--- src/rtl/mcu_core_p.sv ---
// mcu_core_p: parametrised single-accumulator core sharing one memory port for code and data.
// Define MCU_CORE_WAIT_EN to honour mem_ready wait states; otherwise every access completes in one cycle.
module mcu_core_p #(
    parameter int DATA_W = 8,
    parameter int ADDR_W = 5
) (
    input  logic              clk,
    input  logic              reset,
    input  logic [DATA_W-1:0] mem_rdata,
    input  logic              mem_ready,
    input  logic              resume,
    output logic [ADDR_W-1:0] mem_addr,
    output logic [DATA_W-1:0] mem_wdata,
    output logic              mem_rd,
    output logic              mem_wr,
    output logic              halted,
    output logic [ADDR_W-1:0] pc_out,
    output logic [DATA_W-1:0] acc_out,
    output logic [DATA_W-1:0] ir_out,
    output logic              zero_flag,
    output logic [2:0]        state_out
);
    typedef enum logic [2:0] {
        FETCH  = 3'd0,
        DECODE = 3'd1,
        LOAD   = 3'd2,
        EXEC   = 3'd3,
        STORE  = 3'd4,
        HALT   = 3'd5
    } state_t;

    localparam logic [2:0] OP_HLT = 3'b000;
    localparam logic [2:0] OP_SKZ = 3'b001;
    localparam logic [2:0] OP_ADD = 3'b010;
    localparam logic [2:0] OP_AND = 3'b011;
    localparam logic [2:0] OP_XOR = 3'b100;
    localparam logic [2:0] OP_STO = 3'b110;
    localparam logic [2:0] OP_JMP = 3'b111;
    localparam logic [ADDR_W-1:0] PC_ONE = {{(ADDR_W-1){1'b0}}, 1'b1};

    if (DATA_W < ADDR_W + 3) begin : g_bad_widths
        $error("mcu_core_p: DATA_W must be at least ADDR_W+3");
    end

    state_t              state_r, state_s;
    logic [ADDR_W-1:0]   pc_r, pc_s;
    logic [DATA_W-1:0]   acc_r, acc_s;
    logic [DATA_W-1:0]   ir_r, ir_s;
    logic [DATA_W-1:0]   mdr_r, mdr_s;
    logic                zf_r, zf_s;
    logic                ready_s;
    logic [2:0]          opcode_s;
    logic [ADDR_W-1:0]   operand_s;
    logic [DATA_W-1:0]   alu_s;

`ifdef MCU_CORE_WAIT_EN
    assign ready_s = mem_ready;
`else
    assign ready_s = mem_ready | 1'b1;
`endif

    assign opcode_s  = ir_r[DATA_W-1 -: 3];
    assign operand_s = ir_r[ADDR_W-1:0];

    // LDA simply passes the memory operand through; ADD drops the carry.
    function automatic logic [DATA_W-1:0] alu(input logic [2:0] op,
                                               input logic [DATA_W-1:0] a,
                                               input logic [DATA_W-1:0] b);
        case (op)
            OP_ADD:  alu = a + b;
            OP_AND:  alu = a & b;
            OP_XOR:  alu = a ^ b;
            default: alu = b;
        endcase
    endfunction

    // Next-state, register updates and memory strobes
    always_comb begin
        state_s  = state_r;
        pc_s     = pc_r;
        acc_s    = acc_r;
        ir_s     = ir_r;
        mdr_s    = mdr_r;
        zf_s     = zf_r;
        mem_rd   = 1'b0;
        mem_wr   = 1'b0;
        mem_addr = pc_r;
        halted   = 1'b0;
        alu_s    = alu(opcode_s, acc_r, mdr_r);
        case (state_r)
            FETCH: begin
                mem_rd = 1'b1;
                if (ready_s) begin
                    ir_s    = mem_rdata;
                    pc_s    = pc_r + PC_ONE;
                    state_s = DECODE;
                end else begin
                    state_s = FETCH;
                end
            end
            DECODE: begin
                case (opcode_s)
                    OP_HLT: state_s = HALT;
                    OP_SKZ: begin
                        if (zf_r) begin
                            pc_s = pc_r + PC_ONE;
                        end else begin
                            pc_s = pc_r;
                        end
                        state_s = FETCH;
                    end
                    OP_JMP: begin
                        pc_s    = operand_s;
                        state_s = FETCH;
                    end
                    OP_STO:  state_s = STORE;
                    default: state_s = LOAD;
                endcase
            end
            LOAD: begin
                mem_rd   = 1'b1;
                mem_addr = operand_s;
                if (ready_s) begin
                    mdr_s   = mem_rdata;
                    state_s = EXEC;
                end else begin
                    state_s = LOAD;
                end
            end
            EXEC: begin
                acc_s   = alu_s;
                zf_s    = (alu_s == {DATA_W{1'b0}});
                state_s = FETCH;
            end
            STORE: begin
                mem_wr   = 1'b1;
                mem_addr = operand_s;
                if (ready_s) begin
                    state_s = FETCH;
                end else begin
                    state_s = STORE;
                end
            end
            HALT: begin
                halted = 1'b1;
                if (resume) begin
                    state_s = FETCH;
                end else begin
                    state_s = HALT;
                end
            end
            default: state_s = FETCH;
        endcase
    end

    // Architectural state registers
    always_ff @(posedge clk or posedge reset) begin
        if (reset) begin
            state_r <= FETCH;
            pc_r    <= {ADDR_W{1'b0}};
            acc_r   <= {DATA_W{1'b0}};
            ir_r    <= {DATA_W{1'b0}};
            mdr_r   <= {DATA_W{1'b0}};
            zf_r    <= 1'b1;
        end else begin
            state_r <= state_s;
            pc_r    <= pc_s;
            acc_r   <= acc_s;
            ir_r    <= ir_s;
            mdr_r   <= mdr_s;
            zf_r    <= zf_s;
        end
    end

    assign mem_wdata = acc_r;
    assign pc_out    = pc_r;
    assign acc_out   = acc_r;
    assign ir_out    = ir_r;
    assign zero_flag = zf_r;
    assign state_out = state_r;
endmodule
--- config.mk ---
export PLATFORM = sky130hd
export DESIGN_NAME = mcu_core_p
export DESIGN_NICKNAME = d
export VERILOG_FILES = /design/src/rtl/mcu_core_p.sv
export SDC_FILE = /design/constraint.sdc
export NUM_CORES = 1
export LEC_CHECK = 0
export BUFFER_PORTS_ARGS = -buffer_cell sky130_fd_sc_hd__buf_2
export CAP_MARGIN = 20
export CORE_ASPECT_RATIO = 1.2
export CORE_MARGIN = 2
export CORE_UTILIZATION = 48
export CTS_CLUSTER_SIZE = 8
export DETAILED_ROUTE_END_ITERATION = 8
export GPL_ROUTABILITY_DRIVEN = 0
export PLACE_DENSITY = 0.85
export SYNTH_ARGS = -nofsm -noshare
export SYNTH_HDL_FRONTEND = slang
export SYNTH_SLANG_ARGS = --single-unit
--- constraint.sdc ---
create_clock -name clk -period 2.17 [get_ports clk]
set_input_delay 0 -clock clk [delete_from_list [all_inputs] [get_ports clk]]
set_output_delay 0 -clock clk [all_outputs]
set_load 0.005 [all_outputs]
Word level (Yosys, flattened, before mapping)
Index checks and enable logic that the tools add are counted.
{"block": "totals", "ff_bits": 33, "latch_bits": 0, "ram_bits": 0, "mem_bits_ro": 0, "inputBits": 12, "out_inout_bits": 41, "wordCells": 42, "n_memories": 0}
{"block": "op_classes", "add_sub_neg": 2, "mul": 0, "div_mod_pow": 0, "n_lt_le_gt_ge": 0, "eq_ne": 13, "shift": 0, "muxes": 11, "bitwise": 2, "n_reduce_logical": 8}
{"operator": "8-bit one-hot mux with 3 select lines", "n": 1}
{"operator": "5-bit one-hot mux with 2 select lines", "n": 2}
{"operator": "3-bit equality test, second input constant", "n": 5}
{"operator": "3-bit by 2-bit equality test with 1-bit output, second input constant", "n": 4}
{"operator": "3-bit one-hot mux with 4 select lines", "n": 1}
{"operator": "5-bit 2-to-1 mux", "n": 2}
{"operator": "3-bit one-hot mux with 3 select lines", "n": 1}
{"operator": "8-bit adder", "n": 1}
{"operator": "8-bit bitwise AND", "n": 1}
{"operator": "8-bit logical NOT", "n": 1}
{"operator": "8-bit XOR", "n": 1}
{"operator": "3-bit by 1-bit equality test with 1-bit output, second input constant", "n": 2}
{"operator": "3-bit logical NOT", "n": 2}
{"operator": "2-bit OR reduction", "n": 3}
{"operator": "5-bit by 1-bit adder with 5-bit output, second input constant", "n": 1}
{"operator": "1-bit 2-to-1 mux", "n": 3}
{"operator": "3-bit 2-to-1 mux", "n": 1}
{"operator": "3-bit by 2-bit != test with 1-bit output, second input constant", "n": 1}
{"operator": "3-bit != test, second input constant", "n": 1}
{"operator": "3-bit AND reduction", "n": 1}
{"operator": "2-bit nonzero test", "n": 1}

Depth between registers and ports, before layout
Gate-level depths: netlist (run 1).
{"block": "logic_depth", "ltp_word": 4, "mapped_depth": 8, "ltp_nobuf": 7}

Worst setup path after synthesis (run 1)
Ideal clock, no wire load.
{"block": "synth_path", "path_kind": "flip-flop to flip-flop", "from": "register acc_r[2] (netlist: acc_out[2])", "to": "register acc_r[7] (netlist: acc_out[7])", "setup_time_ns": 0.125, "t_arrival_ns": 1.975, "t_required_ns": 2.045, "setup_slack_ns": 0.070, "path_stages_with_launch": 8, "path_buffers": 0, "period_less_slack_ns": 2.100, "cell_sequence": "dfrtp_1 -> ha_1 -> a21oi_2 -> a21oi_2 -> a2111oi_4 -> xnor2_1 -> a221o_1 -> mux2_2"}
{"block": "synth_between", "elab_chain_cells": 2}
{"item": "start: declaration", "line": "47", "source": "logic [DATA_W-1:0] acc_r, acc_s;"}
{"item": "start signal: assignment", "line": "161", "source": "acc_r <= {DATA_W{1'b0}};"}
{"item": "start signal: assignment", "line": "168", "source": "acc_r <= acc_s;"}
{"item": "8-bit adder", "line": "70", "source": "OP_ADD: alu = a + b;"}
{"item": "8-bit one-hot mux with 3 select lines", "line": "69", "source": "case (op)"}
Every way passes these cells.
A chain may end at the register's enable or synchronous reset.

Worst setup path in the final report (run 1)
{"block": "layout_path", "from": "register ir_r[6] (netlist: ir_out[6])", "to": "register zf_r (netlist: zero_flag)"}
{"block": "layout_between", "elab_chain_cells": 3, "elab_cells_between_ends": 5, "cone_classes": "eq/ne (3); mux (1); reduce/logical (1)"}
{"item": "start: declaration", "line": "48", "source": "logic [DATA_W-1:0] ir_r, ir_s;"}
{"item": "start signal: assignment", "line": "162", "source": "ir_r <= {DATA_W{1'b0}};"}
{"item": "start signal: assignment", "line": "169", "source": "ir_r <= ir_s;"}
{"item": "3-bit equality test or 3-bit by 2-bit equality test with 1-bit output (tied branches)", "line": "69"}
{"item": "8-bit one-hot mux with 3 select lines *", "line": "69"}
{"item": "8-bit logical NOT *", "line": "132", "source": "zf_s = (alu_s == {DATA_W{1'b0}});"}
{"item": "end signal: assignment", "line": "171", "source": "zf_r <= zf_s;"}
{"item": "end: declaration", "line": "50", "source": "logic zf_r, zf_s;"}
Every way passes the cells marked *; elsewhere a longest branch is shown, timed or not.

==> summary.md, run 1 <==
| Metric | Value |
|---|---|
| Worst max-slew margin expressed relative to the limit | `63.8%` |
| Kind of start point of the critical path | `register` |
| Share of the clock period used by the worst path after layout | `98.4%` |
| Relative area change from synthesis to final layout | `30.5%` |
| Dominant cell type by area after synthesis | `dfrtp_1` |
| Floorplan die width | `65.6 µm` |
| Number of max-slew violations in the final report | `0` |
| Delay of the slowest cell on the worst path | `0.49 ns` |
| Most used standard cells in the synthesized netlist | `dfrtp_1 (32), mux2_2 (19), nand2_1 (19)` |
| Fin worst setup slack | `0.0346 ns` |
| Count of nets after finishing | `319` |
| Maximum net fanout on the critical path | `12` |
| Required time at the endpoint of the critical path | `2.38 ns` |
| Initial DRT Pass Iterations | `4` |
| Number of synthesized flops with an enable pin | `0` |
| Async S/R FF share, synth | `100%` |
| Final count of hold timing violations | `0` |
| Post-CTS repair timing setup buffer count | `0` |
| Htree depth | `2` |
| Static Leakage | `1.29 nW` |
| Post-layout instance area | `2850 µm²` |
| Via density per instance | `5.93` |
| Proportion of synthesized chip area in sequential cells | `37.9%` |
| Overall Global Routing Usage | `24.0%` |
| Result of the run | `complete, no violations` |
| Yosys Warn Count | `0` |
| Minimum setup slack after placement | `-0.0156 ns` |
| Ordered cell list for the critical path | `nand2b_1 > and2_1 > a222oi_1 > a21boi_1 > o2111ai_1 > o31ai_2` |
| Fraction of layout instances using a drive strength above 1 | `40.9%` |
| Total via count in the routed design | `2098` |
| Core area | `4330 µm²` |
| Most common flop cell mapped by yosys | `dfrtp_1` |
| Antenna Nets Post-Route | `0` |
| TritonCTS clock tree | `built` |
| Cells after synthesis | `227` |
| Overall routed net length | `5930 µm` |
| Kind of cell adding the most delay to the critical path | `compound AO/OA/AOI/OAI gates` |
| Total nets after synthesis | `249` |
| Number of distinct library cells after synthesis | `50` |
| Number of buffers added on ports | `51` |
| Power density of the placed cells | `1860 nW/µm²` |
| Vias in the first global route | `2072` |
| Actual transition at the worst max-transition pin | `0.540 ns` |
| Worst clock skew | `0.0102 ns` |
| Routed len/inst | `16.7 µm` |
| Full die area | `5110 µm²` |
| Number of setup violations in the final report | `0` |
| Max Root-Sink Buffers | `2` |
| Worst-path cell with the longest stage delay | `dfrtp_2` |
| Area contributors post-synth | `dfrtp_1 (37%), mux2_2 (9.8%), ha_1 (5.7%), o21ai_0 (3.9%), a21oi_1 (3.4%)` |
| Most instantiated library cell after synthesis | `dfrtp_1` |
| Starting DRC count in detailed routing | `128` |
| Worst min-delay path category | `in -> async` |
| CP arrival | `2.35 ns` |
| CTS Sinks | `33` |
| F_max | `0.468 GHz` |
| Yosys top cell area share | `36.7%` |
| Kind of critical path | `reg -> reg` |
| Average size of a mapped cell | `9.62 µm²` |
| Number of buffer and inverter instances along the worst setup path | `0` |
| VDD IR-drop max | `0.000981 V` |
| Later-pin clock latency in the skew report | `0.30 ns` |
| Die boundary height | `77.9 µm` |
| FILL cells | `321` |
| Count of maximum capacitance violations | `0` |
| Setup TNS Final | `0 ns` |
| CTS buffer count | `5` |
| Detailed placement HPWL | `4110 µm` |
| Number of synthesized register bits | `33` |
| Antenna violations before repair | `0` |
| Placement-stage cell area | `2560 µm²` |
| Worst hold margin | `0.322 ns` |
| First-pass GRT wire length | `9450 µm` |
| Row cnt | `26` |
| Min cycle time layout | `2.14 ns` |
| Starting utilization of the core area | `50.5%` |
| Type of destination of the critical path | `register` |
| Buffer cell driving the clock tree root | `clkbuf_8` |
| Pin count of the biggest net entering global routing | `34` |
| Overflow left after global routing | `0` |
| Final routed DRC violation total | `0` |
| Combined area of all synthesized cells | `2180 µm²` |
| Post-CTS clock slew at the launch and capture registers of the worst setup and hold paths | `0.08 ns` |
| Antenna diode instance count | `0` |
| I/O pins | `53` |
-- state kept, by name, summed over array words and instances (netlist names) --
| signal | flops |
|---|---|
| ir_out | 8 |
| pc_out | 5 |
| state_out | 3 |
| zero_flag | 1 |
| mdr_r | 8 |
| acc_out | 8 |
-- worst reg2reg max path: cells and delay by family (launching register included) --
kind | cells | cell delay, ns
AO/OA/AOI/OAI | 4 | 1.04
flip-flops | 1 | 0.49
AND/OR/NAND/NOR | 2 | 0.52
-- final timing paths --
path                                   start         to  slack (ns)  depth (start not counted)
worst max-delay path               ir_out[6]  zero_flag        0.03                          6
worst min-delay path                   reset  ir_out[5]        0.32                          4
worst max register to register     ir_out[6]  zero_flag        0.03                          6
worst min register to register     zero_flag  zero_flag        0.51                          2
max in group asynchronous              reset  zero_flag        1.50                          4
min in group clk                mem_rdata[5]  ir_out[5]        0.45                          4
-- cell type report --
type / count / area, µm² / share of cell area, %
clock buffers: 5 / 68.8 / 2.42
clock inverters: 3 / 46.3 / 1.62
inverters: 7 / 26.3 / 0.922
multi-input cells: 166 / 1280 / 45.0
flip-flops and latches: 33 / 828 / 29.1
well taps: 56 / 70.1 / 2.46
repair buffers: 84 / 528 / 18.5
-- power breakdown --
part           internal [mW]  switching (mW)  total [mW]
registers              0.928           0.413        1.34
logic                   1.70            1.66        3.36
clock network          0.344           0.256       0.599
-- cell usage in the layout, fill, tap and decap left out, types with 3 or more instances in the layout --
cell	synthesis	layout
nand3_1	7	7
ha_4	0	3
o21ai_0	17	15
dfrtp_1	32	31
nand2_1	19	19
inv_1	7	7
xnor2_1	4	4
buf_4	8	23
nor2_1	11	11
mux2_2	19	19
a21oi_1	15	14
and2_1	3	3
nor2b_1	6	6
nand2b_1	4	4
buf_2	7	51
dlygate4sd3_1	0	10
ha_1	10	4
nor3b_1	3	3
o22ai_1	4	4
clkbuf_8	0	5
ha_2	0	3
-- timing repair --
item	4_1_cts	5_1_grt
endpoints found under the setup margin	2	3
pin swaps	0	4
endpoints found under the hold margin	49	0
resized for setup	2	16
hold buffers	10	0
-- kinds of logic after synthesis --
logic type | count (synthesis) | share of synthesized area, %
AO/OA/AOI/OAI | 65 | 21.0
AND/OR/NAND/NOR | 63 | 14.8
flip-flops | 33 | 37.9
buffers and inverters | 28 | 6.93
multiplexers | 22 | 11.2
adder cells (fa/ha/maj) | 10 | 5.73
XOR/XNOR | 6 | 2.41
-- layer usage --
metal	routed length (µm)	vias to the layer above	global-route usage, %
met1	2240	1010	27.2
li1	-	967	-
met4	224	0	12.5
met5	0	-	0
met3	326	23	4.06
met2	3130	98	42.2
-- stage by stage --
step / power (mW) / cells / util (%)
6_report: 5.30 / 354 / 65.8
5_1_grt: 5.69 / 354 / 65.8
4_1_cts: 5.00 / 354 / 64.1
3_5_place_dp: 4.35 / 336 / 59.1
3_3_place_gp: 4.22 / 336 / 59.1
2_1_floorplan: 3.34 / 227 / -
No activity file was read; power rests on OpenSTA's default activity.
==> run 2: changes to the inputs <==
--- a/config.mk
+++ b/config.mk
@@ -5,11 +5,13 @@
 export SDC_FILE = /design/constraint.sdc
 export NUM_CORES = 1
 export LEC_CHECK = 0
+export ABC_AREA = 1
 export BUFFER_PORTS_ARGS = -buffer_cell sky130_fd_sc_hd__buf_2
 export CAP_MARGIN = 20
 export CORE_ASPECT_RATIO = 1.2
-export CORE_MARGIN = 2
+export CORE_MARGIN = 3
 export CORE_UTILIZATION = 48
+export CTS_CLUSTER_DIAMETER = 80
 export CTS_CLUSTER_SIZE = 8
 export DETAILED_ROUTE_END_ITERATION = 8
 export GPL_ROUTABILITY_DRIVEN = 0
==> run 2 against run 1 <==
Against the previous run: critical endpoint unchanged; highest routed layer unchanged; sequential share of layout area rose by 2.1 points; combinational power decreased by 25%; routed wire length is 9.9% lower; final area down 6.8%.
==> summary.md, run 2 <==
| Metric | Value |
|---|---|
| Starting DRC count in detailed routing | `107` |
| Fraction of layout instances using a drive strength above 1 | `19.9%` |
| Setup TNS Final | `0 ns` |
| Count of maximum capacitance violations | `0` |
| Area taken by multi-input logic gates | `1090 µm²` |
| F_max | `0.558 GHz` |
| FILL cells | `384` |
| Switching portion of total power | `47.8%` |
| Kind of critical path | `reg -> reg` |
| Antenna Nets Post-Route | `0` |
| Number of synthesized flops with an enable pin | `0` |
| Number of distinct library cells after synthesis | `29` |
| Dominant combinational cell family by area after synthesis | `simple AND/OR/NAND/NOR gates` |
| Post-layout instance area | `2660 µm²` |
| Initial DRT Pass Iterations | `5` |
| Internal | `2.30 mW` |
| Count of nets after finishing | `393` |
| Static Leakage | `1.45 nW` |
| Number of max-slew violations in the final report | `0` |
| Hold Path Stages | `3` |
| Antenna violations before repair | `0` |
| Full die area | `5420 µm²` |
| Async S/R FF share, synth | `100%` |
| Switching power total | `2.10 mW` |
| Yosys Warn Count | `0` |
| I/O pins | `53` |
| Sequential group share of total power | `29.1%` |
| Result of the run | `complete, no violations` |
| CTS buffer count | `5` |
| First-pass GRT wire length | `8980 µm` |
| Htree depth | `2` |
| Worst hold margin | `0.00286 ns` |
| XOR/XNOR share of the synthesized area | `1.20%` |
| Most instantiated library cell after synthesis | `nand2_1` |
| TritonCTS clock tree | `built` |
| Number of cells on the worst reg-to-reg path | `10` |
| Final routed DRC violation total | `0` |
| Worst clock skew | `0.00661 ns` |
| Total via count in the routed design | `2133` |
| Worst max-slew margin expressed relative to the limit | `73.3%` |
| Placement-stage cell area | `2450 µm²` |
| Combined area of all synthesized cells | `2190 µm²` |
| Via density per instance | `4.98` |
| CTS Sinks | `33` |
| Overflow left after global routing | `0` |
| Area fraction in compound gates after synthesis | `12.4%` |
| Maximum net fanout on the critical path | `10` |
| Post-CTS repair timing setup buffer count | `0` |
| Worst min-delay path category | `in -> reg` |
| Combinational share of power | `57.1%` |
| Yosys top cell area share | `36.5%` |
| Pin count of the biggest net entering global routing | `24` |
| Proportion of synthesized chip area in sequential cells | `37.7%` |
| Type of destination of the critical path | `register` |
| Area taken by flip-flops and latches | `827 µm²` |
| Final count of hold timing violations | `0` |
| Share of the clock period used by the worst path after layout | `82.6%` |
| CP arrival | `2.03 ns` |
| Post-synthesis adder-cell area fraction | `5.70%` |
| Max Root-Sink Buffers | `2` |
| Required time at the endpoint of the critical path | `2.41 ns` |
| Number of setup violations in the final report | `0` |
| Power density of the placed cells | `1660 nW/µm²` |
| Starting utilization of the core area | `50.7%` |
| Post-CTS clock slew at the launch and capture registers of the worst setup and hold paths | `0.07 ns` |
| Cells after synthesis | `314` |
| Global-route met1 utilization | `25.9%` |
| Most used cells in the layout excluding fill and tap cells | `nand2_1 (94), buf_2 (51), inv_1 (46)` |
| Routed len/inst | `12.5 µm` |
| Average size of a mapped cell | `6.99 µm²` |
| Actual transition at the worst max-transition pin | `0.400 ns` |
| Met2 track demand over resource | `38.4%` |
| Gates resized, CTS repair | `0` |
| Overall routed net length | `5340 µm` |
| Vias in the first global route | `2004` |
| Core area | `4330 µm²` |
| Number of buffers added on ports | `51` |
| Relative area change from synthesis to final layout | `21.1%` |
| Most used standard cells in the synthesized netlist | `nand2_1 (94), inv_1 (46), o21ai_0 (40)` |
| Kind of start point of the critical path | `register` |
| Later-pin clock latency in the skew report | `0.29 ns` |
| Most heavily used metal layer in global routing | `met2` |
| Buffer cell driving the clock tree root | `clkbuf_8` |
| Share of cell area taken by muxes after synthesis | `0%` |
| Commonest non-fill, non-tap cell in the layout | `nand2_1` |
| Min cycle time layout | `1.79 ns` |
| Total nets after synthesis | `336` |
| Floorplan die width | `67.7 µm` |
| Antenna diode instance count | `0` |
| Number of synthesized register bits | `33` |
| Row cnt | `26` |
| Simple-gate area share of the yosys netlist | `30.3%` |
| Die boundary height | `80.1 µm` |
| Clock power frac | `13.8%` |
| Dominant cell type by area after synthesis | `dfrtp_1` |
| Most common flop cell mapped by yosys | `dfrtp_1` |
| Overall Global Routing Usage | `21.7%` |
| GR met3 Demand/Resource | `2.94%` |
| Detailed placement HPWL | `4010 µm` |
| RSZ-0062 raised after global routing | `no` |
| Final core area utilization | `61.4%` |
| VDD IR-drop max | `0.000769 V` |
| Area contributors post-synth | `dfrtp_1 (37%), nand2_1 (16%), o21ai_0 (9.1%), inv_1 (7.9%), nand3_1 (6.6%)` |
| Total power of the final layout | `4.40 mW` |
-- run 2: cell count changes in the layout (fill, tap and decap cells not counted), moves of 5 or more --
cell | before | now
mux2_2 | 19 | 0
inv_1 | 7 | 46
nand3_1 | 7 | 29
nor2b_1 | 6 | 0
nand2_1 | 19 | 94
buf_4 | 23 | 4
nor2_1 | 11 | 16
ha_1 | 4 | 10
o21ai_0 | 15 | 40
a21oi_1 | 14 | 5
-- run 2: metrics by stage --
step | worst slack [ns] | std cells
after floorplan | 0.573 | 314
after global placement | 0.424 | 411
after detailed placement | 0.388 | 411
after CTS | 0.377 | 428
after global routing | 0.178 | 428
final | 0.377 | 428
-- run 2: critical path: stages (launching register included) --
cell and delay [ns]:
dfrtp_1 0.58, nand2_2 0.14, o21ai_4 0.27, inv_2 0.11, nand2_1 0.07, nand3_1 0.07
nor2_2 0.11, nand2_1 0.07, nor2_1 0.14, nand4_1 0.10, nand2_1 0.07
-- run 2: cell type report --
class	instances	share of cell area, %
timing repair buffer	64	14.1
tap	56	2.64
clock buffer	7	3.25
inverter	48	6.78
multi-input combinational	219	40.9
sequential	33	31.1
clock inverter	1	1.13
-- run 2: logic make-up (layout without fill, tap and decap cells) --
| group | count (synthesis) | count (layout) |
|---|---|---|
| flops | 33 | 33 |
| fa+ha+maj | 10 | 10 |
| simple gates | 156 | 156 |
| buf+inv | 62 | 120 |
| compound gates | 50 | 50 |
| xor+xnor | 3 | 3 |
-- run 2: path summary, 6_finish.rpt --
kind                       slack, ns    startpoint        end
max                             0.38     ir_out[7]  zero_flag
max in group asynchronous       1.24         reset  zero_flag
min                            0.003  mem_rdata[0]  ir_out[0]
min reg2reg                     0.49     zero_flag  zero_flag
min in group asynchronous       0.23         reset  pc_out[1]
max reg2reg                     0.38     ir_out[7]  zero_flag
-- run 2: power groups by stage --
stage,combinational [mW],sequential [mW],clock [mW]
2_1_floorplan,1.85,1.20,0
3_3_place_gp,2.40,1.28,0
3_5_place_dp,2.49,1.29,0
4_1_cts,2.52,1.28,0.616
5_1_grt,2.91,1.33,0.639
6_report,2.51,1.28,0.607
-- run 2: timing repair --
action / in CTS / in global routing
endpoints found under the setup margin: 0 / 0
hold buffers: 9 / 0
endpoints found under the hold margin: 22 / 0
-- run 2: per-layer routing --
metal | vias to the layer above | part of all wire (%)
met5 | - | 0
met4 | 0 | 1.3
met3 | 6 | 4.7
met2 | 57 | 53
met1 | 960 | 41
li1 | 1110 | -
==> run 3: changes to the inputs <==
--- a/config.mk
+++ b/config.mk
@@ -5,7 +5,7 @@
 export SDC_FILE = /design/constraint.sdc
 export NUM_CORES = 1
 export LEC_CHECK = 0
-export ABC_AREA = 1
+export ABC_AREA = 0
 export BUFFER_PORTS_ARGS = -buffer_cell sky130_fd_sc_hd__buf_2
 export CAP_MARGIN = 20
 export CORE_ASPECT_RATIO = 1.2
==> constraint.sdc (replaced) <==
create_clock -name clk -period 1.5 [get_ports clk]
set_input_delay 0 -clock clk [delete_from_list [all_inputs] [get_ports clk]]
set_output_delay 0 -clock clk [all_outputs]
set_load 0.005 [all_outputs]
==> run 3 against run 2 <==
Against the previous run: the flow now finishes with violations (setup timing); sequential share of layout area down 9.7 points; worst hold slack better by 0.32 ns; sequential cell count unchanged; routed wire length up 110%; non-clock buffer count up 92; total power rose to 2.8 times the previous value; critical path type unchanged; critical endpoint is now acc_out[7]; highest routed layer unchanged.
==> summary.md, run 3 (same netlist as run 1, synthesis figures left out) <==
| Metric | Value |
|---|---|
| Number of max-slew violations in the final report | `0` |
| Worst max-slew margin expressed relative to the limit | `62.7%` |
| Static Leakage | `1.81 nW` |
| Post-layout instance area | `3870 µm²` |
| VDD IR-drop max | `0.00192 V` |
| F_max | `0.453 GHz` |
| Max Root-Sink Buffers | `2` |
| Htree depth | `2` |
| Starting utilization of the core area | `50.5%` |
| Starting DRC count in detailed routing | `392` |
| Overall Global Routing Usage | `34.9%` |
| Share of the clock period used by the worst path after layout | `147%` |
| Fraction of layout instances using a drive strength above 1 | `64.9%` |
| Antenna Nets Post-Route | `0` |
| Overflow left after global routing | `0` |
| Fin worst setup slack | `-0.706 ns` |
| Final routed DRC violation total | `0` |
| Most used cells in the layout excluding fill and tap cells | `buf_4 (67), buf_2 (50), dfrtp_1 (29)` |
| CP arrival | `2.39 ns` |
| Row cnt | `26` |
| Commonest non-fill, non-tap cell in the layout | `buf_4` |
| Detailed placement HPWL | `5030 µm` |
| Relative area change from synthesis to final layout | `77.4%` |
| Launch point of the critical path | `mdr_r[2]` |
| First-pass GRT wire length | `13800 µm` |
| Total via count in the routed design | `2829` |
| Placement-stage cell area | `3070 µm²` |
| Vias in the first global route | `2658` |
| Antenna diode instance count | `0` |
| Required time at the endpoint of the critical path | `1.69 ns` |
| Type of destination of the critical path | `register` |
| Final count of hold timing violations | `0` |
| Number of cells on the worst reg-to-reg path | `7` |
| Floorplan die width | `67.6 µm` |
| Antenna violations before repair | `0` |
| CTS buffer count | `5` |
| Count of maximum capacitance violations | `0` |
| Kind of start point of the critical path | `register` |
| I/O pins | `53` |
| Buffer cell driving the clock tree root | `clkbuf_8` |
| Worst hold margin | `0.320 ns` |
| Worst R2R Start | `mdr_r[2]` |
| Overall routed net length | `11400 µm` |
| Worst min-delay path category | `in -> async` |
| Number of buffers added on ports | `51` |
| Worst R2R End | `acc_out[7]` |
| Via density per instance | `6.64` |
| Crit path capture | `acc_out[7]` |
| Post-CTS clock slew at the launch and capture registers of the worst setup and hold paths | `0.07 ns` |
| Worst clock skew | `0.00946 ns` |
| RSZ-0062 raised after global routing | `yes` |
| Pin count of the biggest net entering global routing | `23` |
| TritonCTS clock tree | `built` |
| Power density of the placed cells | `3150 nW/µm²` |
| Min cycle time layout | `2.21 ns` |
| Later-pin clock latency in the skew report | `0.30 ns` |
| Initial DRT Pass Iterations | `6` |
| Final core area utilization | `89.5%` |
| Actual transition at the worst max-transition pin | `0.559 ns` |
| Routed len/inst | `26.7 µm` |
| Number of setup violations in the final report | `33` |
| R2R setup slack | `-0.71 ns` |
| Die boundary height | `79.9 µm` |
| Count of nets after finishing | `391` |
| Full die area | `5400 µm²` |
| CTS Sinks | `33` |
| Failing checks | `setup timing` |
| Result of the run | `finished with violations` |
| Total power of the final layout | `12.2 mW` |
| Maximum net fanout on the critical path | `4` |
| Kind of critical path | `reg -> reg` |
| Core area | `4330 µm²` |
run 3: cell count changes in the layout (fill, tap and decap cells not counted), sizes merged, moves of 4 or more:
cell / delta
a21oi: +12
or2: -4
nand2b: +4
o22ai: +4
nor2b: +6
inv: -41
o21ai: -24
nor2: -9
nor3b: +4
nand2: -78
nand3: -22
mux2: +19
buf: +91
run 3: worst min path at each step:
stage	endpoint	slack (ns)	depth (start not counted)
4_1_cts	ir_out[6]	0.30	3
5_1_grt	mdr_r[7]	0.36	3
6_report	mdr_r[6]	0.32	3
2_1_floorplan	ir_out[0]	0.12	2
3_3_place_gp	ir_out[7]	0.06	2
3_5_place_dp	ir_out[7]	0.07	2
run 3: layout make-up:
| type | instances | area (µm²) |
|---|---|---|
| Multi-Input combinational cell | 166 | 1640 |
| Timing Repair Buffer | 156 | 1200 |
| Sequential cell | 33 | 831 |
| Fill cell | 160 | 453 |
| Clock buffer | 7 | 96.3 |
| Tap cell | 56 | 70.1 |
| Inverter | 7 | 26.3 |
| Clock inverter | 1 | 5.00 |
run 3: metal layers:
layer / part of all wire [%] / track usage [%] / vias up / wire length (µm)
met1: 34 / 39.3 / 1339 / 3880
met3: 10 / 7.61 / 100 / 1130
met2: 47 / 58.2 / 281 / 5330
li1: - / - / 1109 / -
met5: 0 / 0 / - / 0
met4: 9.1 / 21.9 / 0 / 1040
run 3: critical path, cell delays in order (launching register included):
cell and delay (ns):
dfrtp_1 0.44, ha_4 0.35, nand3_1 0.16, a21oi_2 0.28
a2111oi_4 0.08, xnor2_1 0.14, a221o_1 0.35, mux2_2 0.28
run 3: per-stage QoR:
step	setup TNS (ns)	instances	setup slack [ns]
CTS	-4.50	418	-0.517
floorplan	-1.28	227	-0.441
detailed placement	-3.93	387	-0.518
global route	-9.31	426	-0.741
global placement	-2.72	387	-0.461
finish	-7.87	426	-0.706
run 3: report_power, final:
group / internal [mW] / total, mW / leakage (nW) / switching (mW)
registers: 1.35 / 2.02 / 0.388 / 0.676
logic: 4.88 / 9.40 / 1.37 / 4.53
clock network: 0.416 / 0.794 / 0.0542 / 0.379
total: 6.64 / 12.2 / 1.81 / 5.58
run 3: timing repair:
item | CTS | global route
hold buffers | 10 | 0
endpoints found under the hold margin | 27 | 0
pin swaps | 18 | 18
gates resized for setup | 49 | 61
setup endpoints to repair | 33 | 34
buffers inserted | 16 | 15
gates cloned | 0 | 0
